===== config.mk =====
export PLATFORM = sky130hd
export DESIGN_NAME = vdp_display_timing
export DESIGN_NICKNAME = d
export VERILOG_FILES = /design/src/rtl/vdp_pkg.sv /design/src/rtl/vdp_line_req.sv /design/src/rtl/vdp_display_timing.sv
export SDC_FILE = /design/constraint.sdc
export NUM_CORES = 1
export LEC_CHECK = 0
export ABC_AREA = 1
export CORE_AREA = 2 2 75 77
export CTS_BUF_LIST = sky130_fd_sc_hd__clkbuf_16
export CTS_CLUSTER_SIZE = 40
export DETAILED_ROUTE_END_ITERATION = 10
export DIE_AREA = 0 0 77 79
export PLACE_DENSITY = 0.84
export SLEW_MARGIN = 20
export SYNTH_ARGS = -nofsm -noshare
export SYNTH_HDL_FRONTEND = slang
export SYNTH_HIERARCHICAL = 1
export SYNTH_SLANG_ARGS = --single-unit

===== constraint.sdc =====
create_clock -name clk_pix -period 5.7 [get_ports clk_pix]
set_input_delay 1.425 -clock clk_pix [delete_from_list [all_inputs] [get_ports clk_pix]]
set_output_delay 1.425 -clock clk_pix [all_outputs]
set_load 0.05 [all_outputs]

===== src/rtl/vdp_pkg.sv =====
// ----------------------------------------------------------------------------
// vdp_pkg
// Shared definitions for the VDP raster timing block:
//   - default 640x480@60 timing values (used as parameter defaults)
//   - default coordinate width
//   - line-fetch request FSM state encoding
// Optional build macro used by the top: VDP_FRAME_COUNT_EN
// ----------------------------------------------------------------------------
package vdp_pkg;

    localparam int CORDW_DEF  = 11;

    localparam int H_RES_DEF  = 640;
    localparam int H_FP_DEF   = 16;
    localparam int H_SYNC_DEF = 96;
    localparam int H_BP_DEF   = 48;

    localparam int V_RES_DEF  = 480;
    localparam int V_FP_DEF   = 10;
    localparam int V_SYNC_DEF = 2;
    localparam int V_BP_DEF   = 33;

    typedef enum logic [0:0] {
        ST_IDLE = 1'b0,
        ST_REQ  = 1'b1
    } req_state_t;

endpackage


===== src/rtl/vdp_line_req.sv =====
// ----------------------------------------------------------------------------
// vdp_line_req
// Per-line fetch request FSM for the draw side.
//   i_clk_pix      pixel clock
//   i_rst_pix      synchronous active-high reset
//   i_sx_nxt       raster x the counters will show next cycle
//   i_sy_nxt       raster y the counters will show next cycle
//   i_line_ack     draw side accepts the pending request
//   i_underrun_clr clears the sticky underrun flag
//   o_line_req     request pending
//   o_line_y       line being requested
//   o_underrun     sticky: a request was not acked before its line began
// Working from the next-cycle coordinates keeps line_req/line_y/underrun
// aligned with the registered sx/sy seen by consumers.
// ----------------------------------------------------------------------------
module vdp_line_req
    import vdp_pkg::*;
#(
    parameter int CORDW   = CORDW_DEF,
    parameter int H_RES   = H_RES_DEF,
    parameter int V_RES   = V_RES_DEF,
    parameter int V_TOTAL = V_RES_DEF + V_FP_DEF + V_SYNC_DEF + V_BP_DEF
) (
    input  logic             i_clk_pix,
    input  logic             i_rst_pix,
    input  logic [CORDW-1:0] i_sx_nxt,
    input  logic [CORDW-1:0] i_sy_nxt,
    input  logic             i_line_ack,
    input  logic             i_underrun_clr,
    output logic             o_line_req,
    output logic [CORDW-1:0] o_line_y,
    output logic             o_underrun
);

    req_state_t       r_state;
    logic [CORDW-1:0] r_line_y;
    logic             r_underrun;

    logic [CORDW-1:0] w_next_line;
    logic             w_issue;
    logic             w_deadline;
    logic             w_miss;

    // Line that follows the one being scanned; the last line wraps to 0 so
    // line 0 gets fetched during the final blanking line of the frame.
    assign w_next_line = (i_sy_nxt == CORDW'(V_TOTAL - 1)) ? '0 : i_sy_nxt + CORDW'(1);
    assign w_issue     = (i_sx_nxt == CORDW'(H_RES)) && (w_next_line < CORDW'(V_RES));
    // This edge wraps sx to 0: the requested line starts now.
    assign w_deadline  = (i_sx_nxt == '0);
    // An ack on the deadline cycle still counts as in time.
    assign w_miss      = (r_state == ST_REQ) && !i_line_ack && w_deadline;

    always_ff @(posedge i_clk_pix) begin
        if (i_rst_pix) begin
            r_state    <= ST_IDLE;
            r_line_y   <= '0;
            r_underrun <= 1'b0;
        end else begin
            if (r_state == ST_IDLE) begin
                if (w_issue) begin
                    r_state  <= ST_REQ;
                    r_line_y <= w_next_line;
                end
            end else if (i_line_ack || w_deadline) begin
                r_state <= ST_IDLE;
            end

            // A new miss takes priority over a clear in the same cycle.
            if (w_miss) begin
                r_underrun <= 1'b1;
            end else if (i_underrun_clr) begin
                r_underrun <= 1'b0;
            end
        end
    end

    assign o_line_req = (r_state == ST_REQ);
    assign o_line_y   = r_line_y;
    assign o_underrun = r_underrun;

endmodule


===== src/rtl/vdp_display_timing.sv =====
// ----------------------------------------------------------------------------
// vdp_display_timing
// Pixel-clock raster generator at the head of the VDP pixel pipeline.
//   clk_pix, rst_pix     pixel clock, synchronous active-high reset
//   sx, sy               raster position
//   de                   active video
//   hsync, vsync         syncs, active level H_POL / V_POL
//   frame, line          1-cycle strobes at (0,0) and at every sx=0
//   line_req, line_y     fetch request to the draw side, one hblank ahead
//   line_ack             draw side accepts the request
//   underrun             sticky missed-deadline flag, underrun_clr clears it
//   frame_count          frames since reset
// Build macro VDP_FRAME_COUNT_EN: when defined frame_count counts frame
// strobes (mod 2^16); otherwise it is tied to 0 and no counter exists.
// ----------------------------------------------------------------------------
module vdp_display_timing
    import vdp_pkg::*;
#(
    parameter int   CORDW  = CORDW_DEF,
    parameter int   H_RES  = H_RES_DEF,
    parameter int   H_FP   = H_FP_DEF,
    parameter int   H_SYNC = H_SYNC_DEF,
    parameter int   H_BP   = H_BP_DEF,
    parameter int   V_RES  = V_RES_DEF,
    parameter int   V_FP   = V_FP_DEF,
    parameter int   V_SYNC = V_SYNC_DEF,
    parameter int   V_BP   = V_BP_DEF,
    parameter logic H_POL  = 1'b0,
    parameter logic V_POL  = 1'b0
) (
    input  logic             clk_pix,
    input  logic             rst_pix,
    output logic [CORDW-1:0] sx,
    output logic [CORDW-1:0] sy,
    output logic             de,
    output logic             hsync,
    output logic             vsync,
    output logic             frame,
    output logic             line,
    output logic             line_req,
    output logic [CORDW-1:0] line_y,
    input  logic             line_ack,
    output logic             underrun,
    input  logic             underrun_clr,
    output logic [15:0]      frame_count
);

    localparam int H_TOTAL = H_RES + H_FP + H_SYNC + H_BP;
    localparam int V_TOTAL = V_RES + V_FP + V_SYNC + V_BP;

    localparam logic [CORDW-1:0] SX_MAX = CORDW'(H_TOTAL - 1);
    localparam logic [CORDW-1:0] SY_MAX = CORDW'(V_TOTAL - 1);
    localparam logic [CORDW-1:0] HS_BEG = CORDW'(H_RES + H_FP);
    localparam logic [CORDW-1:0] HS_END = CORDW'(H_RES + H_FP + H_SYNC - 1);
    localparam logic [CORDW-1:0] VS_BEG = CORDW'(V_RES + V_FP);
    localparam logic [CORDW-1:0] VS_END = CORDW'(V_RES + V_FP + V_SYNC - 1);

    logic [CORDW-1:0] r_sx, r_sy;
    logic             r_de, r_hsync, r_vsync, r_frame, r_line;
    logic [CORDW-1:0] w_sx_nxt, w_sy_nxt;

    always_comb begin
        w_sx_nxt = r_sx + CORDW'(1);
        w_sy_nxt = r_sy;
        if (r_sx == SX_MAX) begin
            w_sx_nxt = '0;
            w_sy_nxt = (r_sy == SY_MAX) ? '0 : r_sy + CORDW'(1);
        end
    end

    // All raster outputs are decoded from the next position so they land in
    // the same cycle as the sx/sy they describe. The reset position is the
    // last pixel of the frame, so release steps straight onto (0,0).
    always_ff @(posedge clk_pix) begin
        if (rst_pix) begin
            r_sx    <= SX_MAX;
            r_sy    <= SY_MAX;
            r_de    <= 1'b0;
            r_hsync <= ~H_POL;
            r_vsync <= ~V_POL;
            r_frame <= 1'b0;
            r_line  <= 1'b0;
        end else begin
            r_sx    <= w_sx_nxt;
            r_sy    <= w_sy_nxt;
            r_de    <= (w_sx_nxt < CORDW'(H_RES)) && (w_sy_nxt < CORDW'(V_RES));
            r_hsync <= ((w_sx_nxt >= HS_BEG) && (w_sx_nxt <= HS_END)) ? H_POL : ~H_POL;
            r_vsync <= ((w_sy_nxt >= VS_BEG) && (w_sy_nxt <= VS_END)) ? V_POL : ~V_POL;
            r_frame <= (w_sx_nxt == '0) && (w_sy_nxt == '0);
            r_line  <= (w_sx_nxt == '0);
        end
    end

    vdp_line_req #(
        .CORDW   (CORDW),
        .H_RES   (H_RES),
        .V_RES   (V_RES),
        .V_TOTAL (V_TOTAL)
    ) u_line_req (
        .i_clk_pix      (clk_pix),
        .i_rst_pix      (rst_pix),
        .i_sx_nxt       (w_sx_nxt),
        .i_sy_nxt       (w_sy_nxt),
        .i_line_ack     (line_ack),
        .i_underrun_clr (underrun_clr),
        .o_line_req     (line_req),
        .o_line_y       (line_y),
        .o_underrun     (underrun)
    );

`ifdef VDP_FRAME_COUNT_EN
    logic [15:0] r_frame_count;

    // Counts on the strobe cycle itself; the new value shows one cycle later.
    always_ff @(posedge clk_pix) begin
        if (rst_pix) begin
            r_frame_count <= '0;
        end else if (r_frame) begin
            r_frame_count <= r_frame_count + 16'd1;
        end
    end

    assign frame_count = r_frame_count;
`else
    assign frame_count = 16'd0;
`endif

    assign sx    = r_sx;
    assign sy    = r_sy;
    assign de    = r_de;
    assign hsync = r_hsync;
    assign vsync = r_vsync;
    assign frame = r_frame;
    assign line  = r_line;

endmodule


# Yosys cells after proc, flatten, opt, wreduce, memory -nomap -nowiden
# Index checks and enable logic that the tools add are counted.
dict set report totals {
  ff_bits 40
  in_bits 4
}
dict set report classes {
  n_addsub 3
  order_cmp 7
  n_eq_ne 4
  mux 11
  bitwise_logic 1
  reduce_logical 13
}
# operator n
set ops {}
lappend ops {{equality test 11 x 10 -> 1 bit, second input constant} 4}
lappend ops {{two-way mux 11 bit} 4}
lappend ops {{adder 11 x 1 -> 11 bit, second input constant} 3}
lappend ops {{zero test 11 bit} 2}
lappend ops {{< comparator 11 x 9 -> 1 bit, second input constant} 2}
lappend ops {{greater-or-equal comparator 11 x 10 -> 1 bit, second input constant} 1}
lappend ops {{greater-or-equal comparator 11 x 9 -> 1 bit, second input constant} 1}
lappend ops {{less-or-equal comparator 11 x 10 -> 1 bit, second input constant} 1}
lappend ops {{less-or-equal comparator 11 x 9 -> 1 bit, second input constant} 1}
lappend ops {{< comparator 11 x 10 -> 1 bit, second input constant} 1}
lappend ops {{logical AND 1 bit} 7}
lappend ops {{two-way mux 1 bit} 7}
lappend ops {{AND reduction 2 bit} 1}
lappend ops {{nonzero test 2 bit} 1}
lappend ops {{zero test 1 bit} 1}
lappend ops {{logical OR 1 bit} 1}
lappend ops {{inverter 1 bit} 1}

# Depth between registers and ports, before layout
# Gate-level depths: netlist of run 1.
dict set report depth {
  depth_word 9
  mapped_depth 23
  depth_no_buf 21
}

# By module
# Netlist of run 1, hierarchy kept.
# module n_inst cells_per_inst area_per_inst_um2 seq_area_each_um2
set by_module_without_submodules {}
lappend by_module_without_submodules {vdp_display_timing 1 302 1916.8 540.5}
lappend by_module_without_submodules {vdp_line_req 1 159 924.6 260.2}

# Least setup slack after synthesis of run 1
# OpenSTA, ideal clock, no wires.
dict set report synth_timing {
  path_kind {reg-to-reg}
  start {reg r_sx[1], in the netlist sx[1]}
  end {reg u_line_req.r_line_y[0], in the netlist u_line_req/o_line_y[0]}
  t_arrival_ps 2857
  required_ps 5586
  slack_ps 2729
  stages_incl_launch_ff 22
  n_path_buf 2
  synth_period_minus_slack_ps 2971
  cell_sequence {dfxtp_1 ha_1 nand2_4 clkinv_4 nand2_4 nor2_4 buf_6 nand2_1 nand2_1 nand2_1 inv_1 ha_1 nand2_2 nor2_4 nand4_1 nand2_1 nand2_2 nor2_4 nand2_4 buf_6 nor2_1 nor2_2}
}
dict set report synth_between {
  elab_chain_len 7
  word_cells_on_any_way 11
  cone_classes {add/sub: 2; order compare: 1; eq/ne: 3; mux: 3; reduce/logical: 2}
}
# item line_no
set synth_lines {}
lappend synth_lines {{from (decl)} vdp_display_timing.sv:58} ;# logic [CORDW-1:0] r_sx, r_sy;
lappend synth_lines {{from (signal assigned)} vdp_display_timing.sv:84} ;# r_sx <= w_sx_nxt;
lappend synth_lines {{equality test 11 x 10 -> 1 bit (*)} vdp_display_timing.sv:65} ;# if (r_sx == SX_MAX) begin
lappend synth_lines {{two-way mux 11 bit (*)} vdp_display_timing.sv:65}
lappend synth_lines {{net w_sy_nxt[0]} vdp_display_timing.sv:60} ;# logic [CORDW-1:0] w_sx_nxt, w_sy_nxt;
lappend synth_lines {{adder 11 x 1 -> 11 bit / equality test 11 x 10 -> 1 bit (equally long branches)} vdp_line_req.sv:46} ;# assign w_next_line = (i_sy_nxt == CORDW'(V_TOTAL - 1)) ? '0 : i_sy_nxt + CORDW'(1);
lappend synth_lines {{two-way mux 11 bit (*)} vdp_line_req.sv:46}
lappend synth_lines {{< comparator 11 x 9 -> 1 bit} vdp_line_req.sv:47} ;# assign w_issue = (i_sx_nxt == CORDW'(H_RES)) && (w_next_line < CORDW'(V_RES));
lappend synth_lines {{logical AND 1 bit} vdp_line_req.sv:47}
lappend synth_lines {{AND reduction 2 bit (no source line)} -}
lappend synth_lines {{to (signal assigned)} vdp_line_req.sv:62} ;# r_line_y <= w_next_line;
lappend synth_lines {{to (decl)} vdp_line_req.sv:36} ;# logic [CORDW-1:0] r_line_y;
# Mark *: on every way through the listed nets, which the timed path passes. The rest lies on a longest branch.
# A chain may end at the register's enable or synchronous reset.

# Final worst setup path of run 1
dict set report layout_timing {
  start {reg r_sx[0], in the netlist sx[0]}
  end {out sx[0]}
}
# item line_no
set layout_rtl {}
lappend layout_rtl {{to (decl)} vdp_display_timing.sv:33} ;# output logic [CORDW-1:0] sx,
# No word-level cell between the ends.

==> flow_summary.yaml, run 1 <==
setup_path:
  cp_slowest_cell: "clkdlybuf4s50_1"
  startpoint_type: "flop"
  critical-path-top-delay-family: "buffers and inverters"
  r2r_cells: 21
  critPathBufInv: 1
  cp-end-kind: "output port"
  reg2reg_slack_ns: 2.57
  cp_cell_sequence: "clkdlybuf4s50_1"
  worstSetupEndpoint: "sx[0]"
  cp.depth: 1
  r2r_start: "sx[0]"
  max_stage_delay_ns: 0.88
  path_max_fanout: 11
  cp.required_ns: 4.28
  startpoint: "sx[0]"
  critPathKind: "reg2out"
  crit_arrival_ns: 1.71
  worstReg2RegEnd: "u_line_req/o_line_y[8]"
die:
  core_area_mm2: 0.00534
  io_pins: 60
  die_area_mm2: 0.00608
  start_util: 0.532
  rows: 27
  die_h_um: 79
  die_w_um: 77
grt:
  track_usage: 0.224
  antenna_found_initial: 0
  grt_pass1_vias: 2543
  grt_overflow: 0
  grtUsageMet1: 0.255
  grtUsageMet2: 0.411
  grt.met3_usage: 0.0409
  top_usage_layer: "met2"
  grt_pass1_wl_mm: 11.1
  grt_max_degree: 19
yosys:
  syn_area_mm2: 0.00284
  syn_avg_cell_area_um2: 6.16
  synthDominantCellAreaShare: 0.282
  synthAdderAreaFrac: 0.0264
  synth_area_leaders: "dfxtp_1 (28%), nand2_1 (16%), nor2_1 (10%)"
  netlist_instances: 461
  ys.warnings.count: 6
  seq_area_frac_synth: 0.282
  synth_cell_types: 33
  synth_top_family_by_area: "simple AND/OR/NAND/NOR gates"
  synth_compound_area_frac: 0.0321
  synth_mux_area_frac: 0
  ys_ff_latch: 40
  synth_xor_area_frac: 0.00925
  yosys.area_share.simple: 0.476
  yosys.area.top_type: "dfxtp_1"
pwr:
  power.leakage_nw: 1.80
  power_density_mw_per_mm2: 578
  vdd_drop_max_mv: 0.363
sta:
  rsz0062_at_grt: "no"
  max_freq_ghz: 0.319
  finalSetupViolCount: 0
  finalHoldViolations: 0
  slew_viol_final: 0
  tns_ns: 0
  min_period_ns: 3.14
  tightest_slew_ns: 0.718
  relSlewSlack: 0.520
  fin_ws_ns: 2.56
  fin_crit_sh: 0.551
  skew_ns: 0.00562
detailed_routing:
  via_per_inst: 4.78
  drcViolationCount: 0
  drtAntennaViolNets: 0
  dr.pass1.iters: 4
  drt_iter0_drc: 144
  dr_total_vias: 2761
  drt-total-wl_mm: 6.56
  wl_per_cell_um: 11.3
cts:
  cts_hold_buf: 0
  cts.sinks: 40
  root_buffer: "clkbuf_16"
  cts_buffers: 5
  clk_latency_ns: 0.28
  cts_buffer_depth: 2
  clkTransAtPathRegs_ns: 0.06
  htree_num_levels: 2
  cts_setup_buffers: 0
  cts_tree: "done"
  cts-resized-gates: 0
finish:
  nets: 515
  drive_gt1_frac: 0.115
  num_antenna_cells: 0
  area_growth_pct: 20.6
placement:
  post-dp-hpwl_mm: 5.10
  portBuffers: 43
  place_ws_ns: 2.58
  gp_congestion: 0.876
job:
  cap_violations: 0
min_path:
  hp-class: "reg2reg"
  timing.hold.worst.start: "u_line_req/o_line_y[9]"
outcome:
  status: "completed"
[synth_stat cells, drive strengths merged]
cell type and number:
nand2 134, nor2 92, inv 86, nand3 42
dfxtp 40, buf 20, o21ai 12, nand4 7
ha 6, nor3 6, a21oi 4, xor2 3
clkinv 2, clkbuf 1, conb 1, nand3b 1
nor3b 1, nor4 1, o21bai 1, or2 1
[report_power, final]
group / switching (mW) / internal (mW) / leakage [nW]
Sequential: 0.0779 / 0.332 / 0.325
Combinational: 0.881 / 0.378 / 1.39
Clock: 0.108 / 0.204 / 0.0850
Total: 1.07 / 0.914 / 1.80
[area by class of cell]
class	count	area (µm²)
clock buffers	5	125
clock inverters	3	38.8
fillers	511	1910
inverters	88	335
multi-input cells	327	1610
flip-flops and latches	40	801
well taps	72	90.1
repair buffers	43	430
[how the worst min path moves through the flow]
stage | slack [ns] | to | cells after the start
CTS | 0.44 | u_line_req/o_line_y[9] | 2
detailed placement | 0.43 | u_line_req/o_line_y[9] | 2
finish | 0.44 | u_line_req/o_line_y[9] | 2
global route | 0.45 | u_line_req/o_line_y[9] | 2
global placement | 0.44 | u_line_req/o_line_y[10] | 2
floorplan | 0.66 | u_line_req/o_line_y[10] | 2
[logic make-up after synthesis]
| family | count (synthesis) |
|---|---|
| buffers and inverters | 109 |
| XOR/XNOR | 3 |
| other | 1 |
| adder cells (fa/ha/maj) | 6 |
| AND/OR/NAND/NOR | 285 |
| AO/OA/AOI/OAI | 17 |
| flip-flops | 40 |
[state kept, by name, summed over array words and instances (netlist names)]
register	cells
sy	11
vsync	1
line	1
hsync	1
u_line_req/o_line_y	11
u_line_req/o_underrun	1
frame	1
u_line_req/o_line_req	1
de	1
sx	11
[layout by cell type, fill, tap and decap left out, drive strengths merged, types with 5 or more instances in the layout]
cell type,Yosys,final
nor2,92,92
nand2,134,134
ha,6,6
dfxtp,40,40
nor3,6,6
nand3,42,42
nand4,7,7
clkbuf,1,5
clkdlybuf4s50,0,43
conb,1,16
o21ai,12,12
inv,86,87
[worst reg2reg max path, stage by stage (launching register included)]
cell	delay, ns
dfxtp_1	0.55
ha_1	0.28
nand2_4	0.10
clkinv_4	0.08
nand2_4	0.06
nor2_4	0.28
nand2_1	0.11
nand2_1	0.06
nand2_1	0.09
inv_1	0.14
inv_1	0.08
ha_1	0.21
nand2_1	0.07
nor2_1	0.04
nand3_1	0.13
nand2_1	0.08
nor2_1	0.22
nor2_4	0.08
nand2_4	0.17
inv_2	0.07
nor2_1	0.08
nor2_1	0.04
[metal layers]
layer,share of wire,wire [µm]
met4,0.015,98
met1,0.42,2770
met2,0.50,3290
met5,0,0
met3,0.061,400
[per-stage QoR]
stage	hold WS, ns	area (µm²)	utilization	std cells	power (mW)
final	0.439	3430	0.642	578	1.98
after global routing	0.447	3430	0.642	578	2.13
after floorplan	0.664	2900	-	476	1.38
after global placement	0.436	3260	0.611	570	1.62
after CTS	0.441	3430	0.642	578	1.98
after detailed placement	0.434	3260	0.611	570	1.65
No activity file was read; power rests on OpenSTA's default activity.
==> run 2: changes to the inputs <==
--- a/config.mk
+++ b/config.mk
@@ -6,12 +6,12 @@
 export NUM_CORES = 1
 export LEC_CHECK = 0
 export ABC_AREA = 1
-export CORE_AREA = 2 2 75 77
+export CORE_AREA = 2 2 77 79
 export CTS_BUF_LIST = sky130_fd_sc_hd__clkbuf_16
 export CTS_CLUSTER_SIZE = 40
 export DETAILED_ROUTE_END_ITERATION = 10
-export DIE_AREA = 0 0 77 79
-export PLACE_DENSITY = 0.84
+export DIE_AREA = 0 0 79 81
+export PLACE_DENSITY = 0.8
 export SLEW_MARGIN = 20
 export SYNTH_ARGS = -nofsm -noshare
 export SYNTH_HDL_FRONTEND = slang
==> constraint.sdc (replaced) <==
create_clock -name clk_pix -period 2.9 [get_ports clk_pix]
set_input_delay 0.725 -clock clk_pix [delete_from_list [all_inputs] [get_ports clk_pix]]
set_output_delay 0.725 -clock clk_pix [all_outputs]
set_load 0.05 [all_outputs]
==> flow_summary.yaml, run 2 (synthesized netlist as in run 1, its figures left out) <==
finish:
  nets: 523
  layout_common_cells: "nand2_1 (123), nor2_1 (78), inv_1 (76)"
  drive_gt1_frac: 0.142
  area_growth_pct: 23.1
  finish.instance_area_mm2: 0.00350
  post-route-util: 0.616
  num_antenna_cells: 0
  layout_commonest_cell: "nand2_1"
setup_path:
  path_max_fanout: 11
  cp.required_ns: 3.08
  max_stage_delay_ns: 0.40
  critPathBufInv: 5
  crit_path_frequent_cell: "nand2_1"
  cp-end-kind: "flop"
  critical-path-top-delay-family: "simple AND/OR/NAND/NOR gates"
  crit_arrival_ns: 2.90
  cp_cell_sequence: "ha_2, nand2_4, clkinv_4, nand2_4, nor2_4, buf_4, nand2_1, nand2_1, inv_2, inv_1, ha_1, nand2_1, nor2_1, nand3_2, nand2_1, nor2_1, nor2_4, buf_4, nand3_1, nand2_1, nor2_1"
  critPathKind: "reg2reg"
  startpoint_type: "flop"
  cp_slowest_cell: "dfxtp_4"
die:
  io_pins: 60
  rows: 28
  die_w_um: 79
  start_util: 0.501
  die_h_um: 81
  core_area_mm2: 0.00568
  die_area_mm2: 0.00640
sta:
  fin_ws_ns: 0.178
  finalHoldViolations: 0
  finalSetupViolCount: 0
  max_freq_ghz: 0.367
  relSlewSlack: 0.653
  tightest_slew_ns: 0.519
  slew_viol_final: 0
  holdWs_ns: 0.447
  skew_ns: 0.00335
  fin_crit_sh: 0.938
  min_period_ns: 2.72
detailed_routing:
  dr_total_vias: 2877
  wl_per_cell_um: 11.7
  drcViolationCount: 0
  dr.pass1.iters: 4
  via_per_inst: 4.88
  drt-total-wl_mm: 6.88
  drt_iter0_drc: 165
  drtAntennaViolNets: 0
placement:
  dpl_cell_area_mm2: 0.00330
  portBuffers: 43
  post-dp-hpwl_mm: 5.23
  gp_congestion: 0.915
  place_ws_ns: 0.0400
min_path:
  hp-class: "reg2reg"
cts:
  htree_num_levels: 2
  clk_latency_ns: 0.28
  cts_tree: "done"
  cts.sinks: 40
  clkTransAtPathRegs_ns: 0.06
  cts_buffer_depth: 2
  cts_buffers: 5
  root_buffer: "clkbuf_16"
pwr:
  p_clk_frac: 0.132
  p_int_mw: 1.79
  pwr-share-comb: 0.662
  power_mw: 3.94
  vdd_drop_max_mv: 0.597
  p_switching_mw: 2.15
  power_density_mw_per_mm2: 1130
  swShare: 0.547
  p_seq_frac: 0.206
  power.leakage_nw: 1.82
grt:
  grt_overflow: 0
  antenna_found_initial: 0
  grt_max_degree: 17
  grt_pass1_vias: 2631
  track_usage: 0.221
  grt_pass1_wl_mm: 11.3
outcome:
  status: "completed"
job:
  cap_violations: 0
==> run 2: routing by layer <==
layer	global-route usage	vias to the layer above	wire, µm
li1	-	1465	-
met1	0.266	1303	3070
met2	0.389	91	3300
met3	0.0378	18	349
met4	0.0983	0	160
met5	0	-	0
==> run 2: power groups by stage <==
stage,logic (mW),clock network (mW),registers [mW]
floorplan,1.59,0,1.12
global placement,2.45,0,0.814
detailed placement,2.48,0,0.814
CTS,2.49,0.534,0.802
global route,2.85,0.558,0.830
finish,2.61,0.522,0.810
==> run 2: through the flow <==
step                instances  TNS, ns
finish                    589        0
global route              589   -0.194
CTS                       585        0
detailed placement        577        0
global placement          577        0
floorplan                 476        0
==> run 2: what timing repair did <==
action,4_1_cts,5_1_grt
endpoints found under the hold margin,0,0
buffers inserted,0,4
setup endpoints to repair,0,12
hold buffers,0,0
resized for setup,0,10
==> run 2: final timing paths <==
check / startpoint / end / slack (ns) / depth (start not counted)
max: sx[0] / u_line_req/o_line_y[1] / 0.18 / 21
min: u_line_req/o_line_y[10] / u_line_req/o_line_y[10] / 0.45 / 2
max reg2reg: sx[0] / u_line_req/o_line_y[1] / 0.18 / 21
min reg2reg: u_line_req/o_line_y[10] / u_line_req/o_line_y[10] / 0.45 / 2
==> run 2: layout make-up <==
class,count,area [µm²]
Timing Repair Buffer,51,490
Clock buffer,5,125
Fill cell,561,2180
Multi-Input combinational cell,327,1630
Tap cell,75,93.8
Inverter,88,335
Clock inverter,3,11.3
Sequential cell,40,807
==> run 2: worst reg2reg max path: cells and delay by family (launching register included) <==
family	cells	cell delay [ns]
buffers and inverters	5	0.54
adder cells (fa/ha/maj)	2	0.36
AND/OR/NAND/NOR	14	1.33
flip-flops	1	0.40
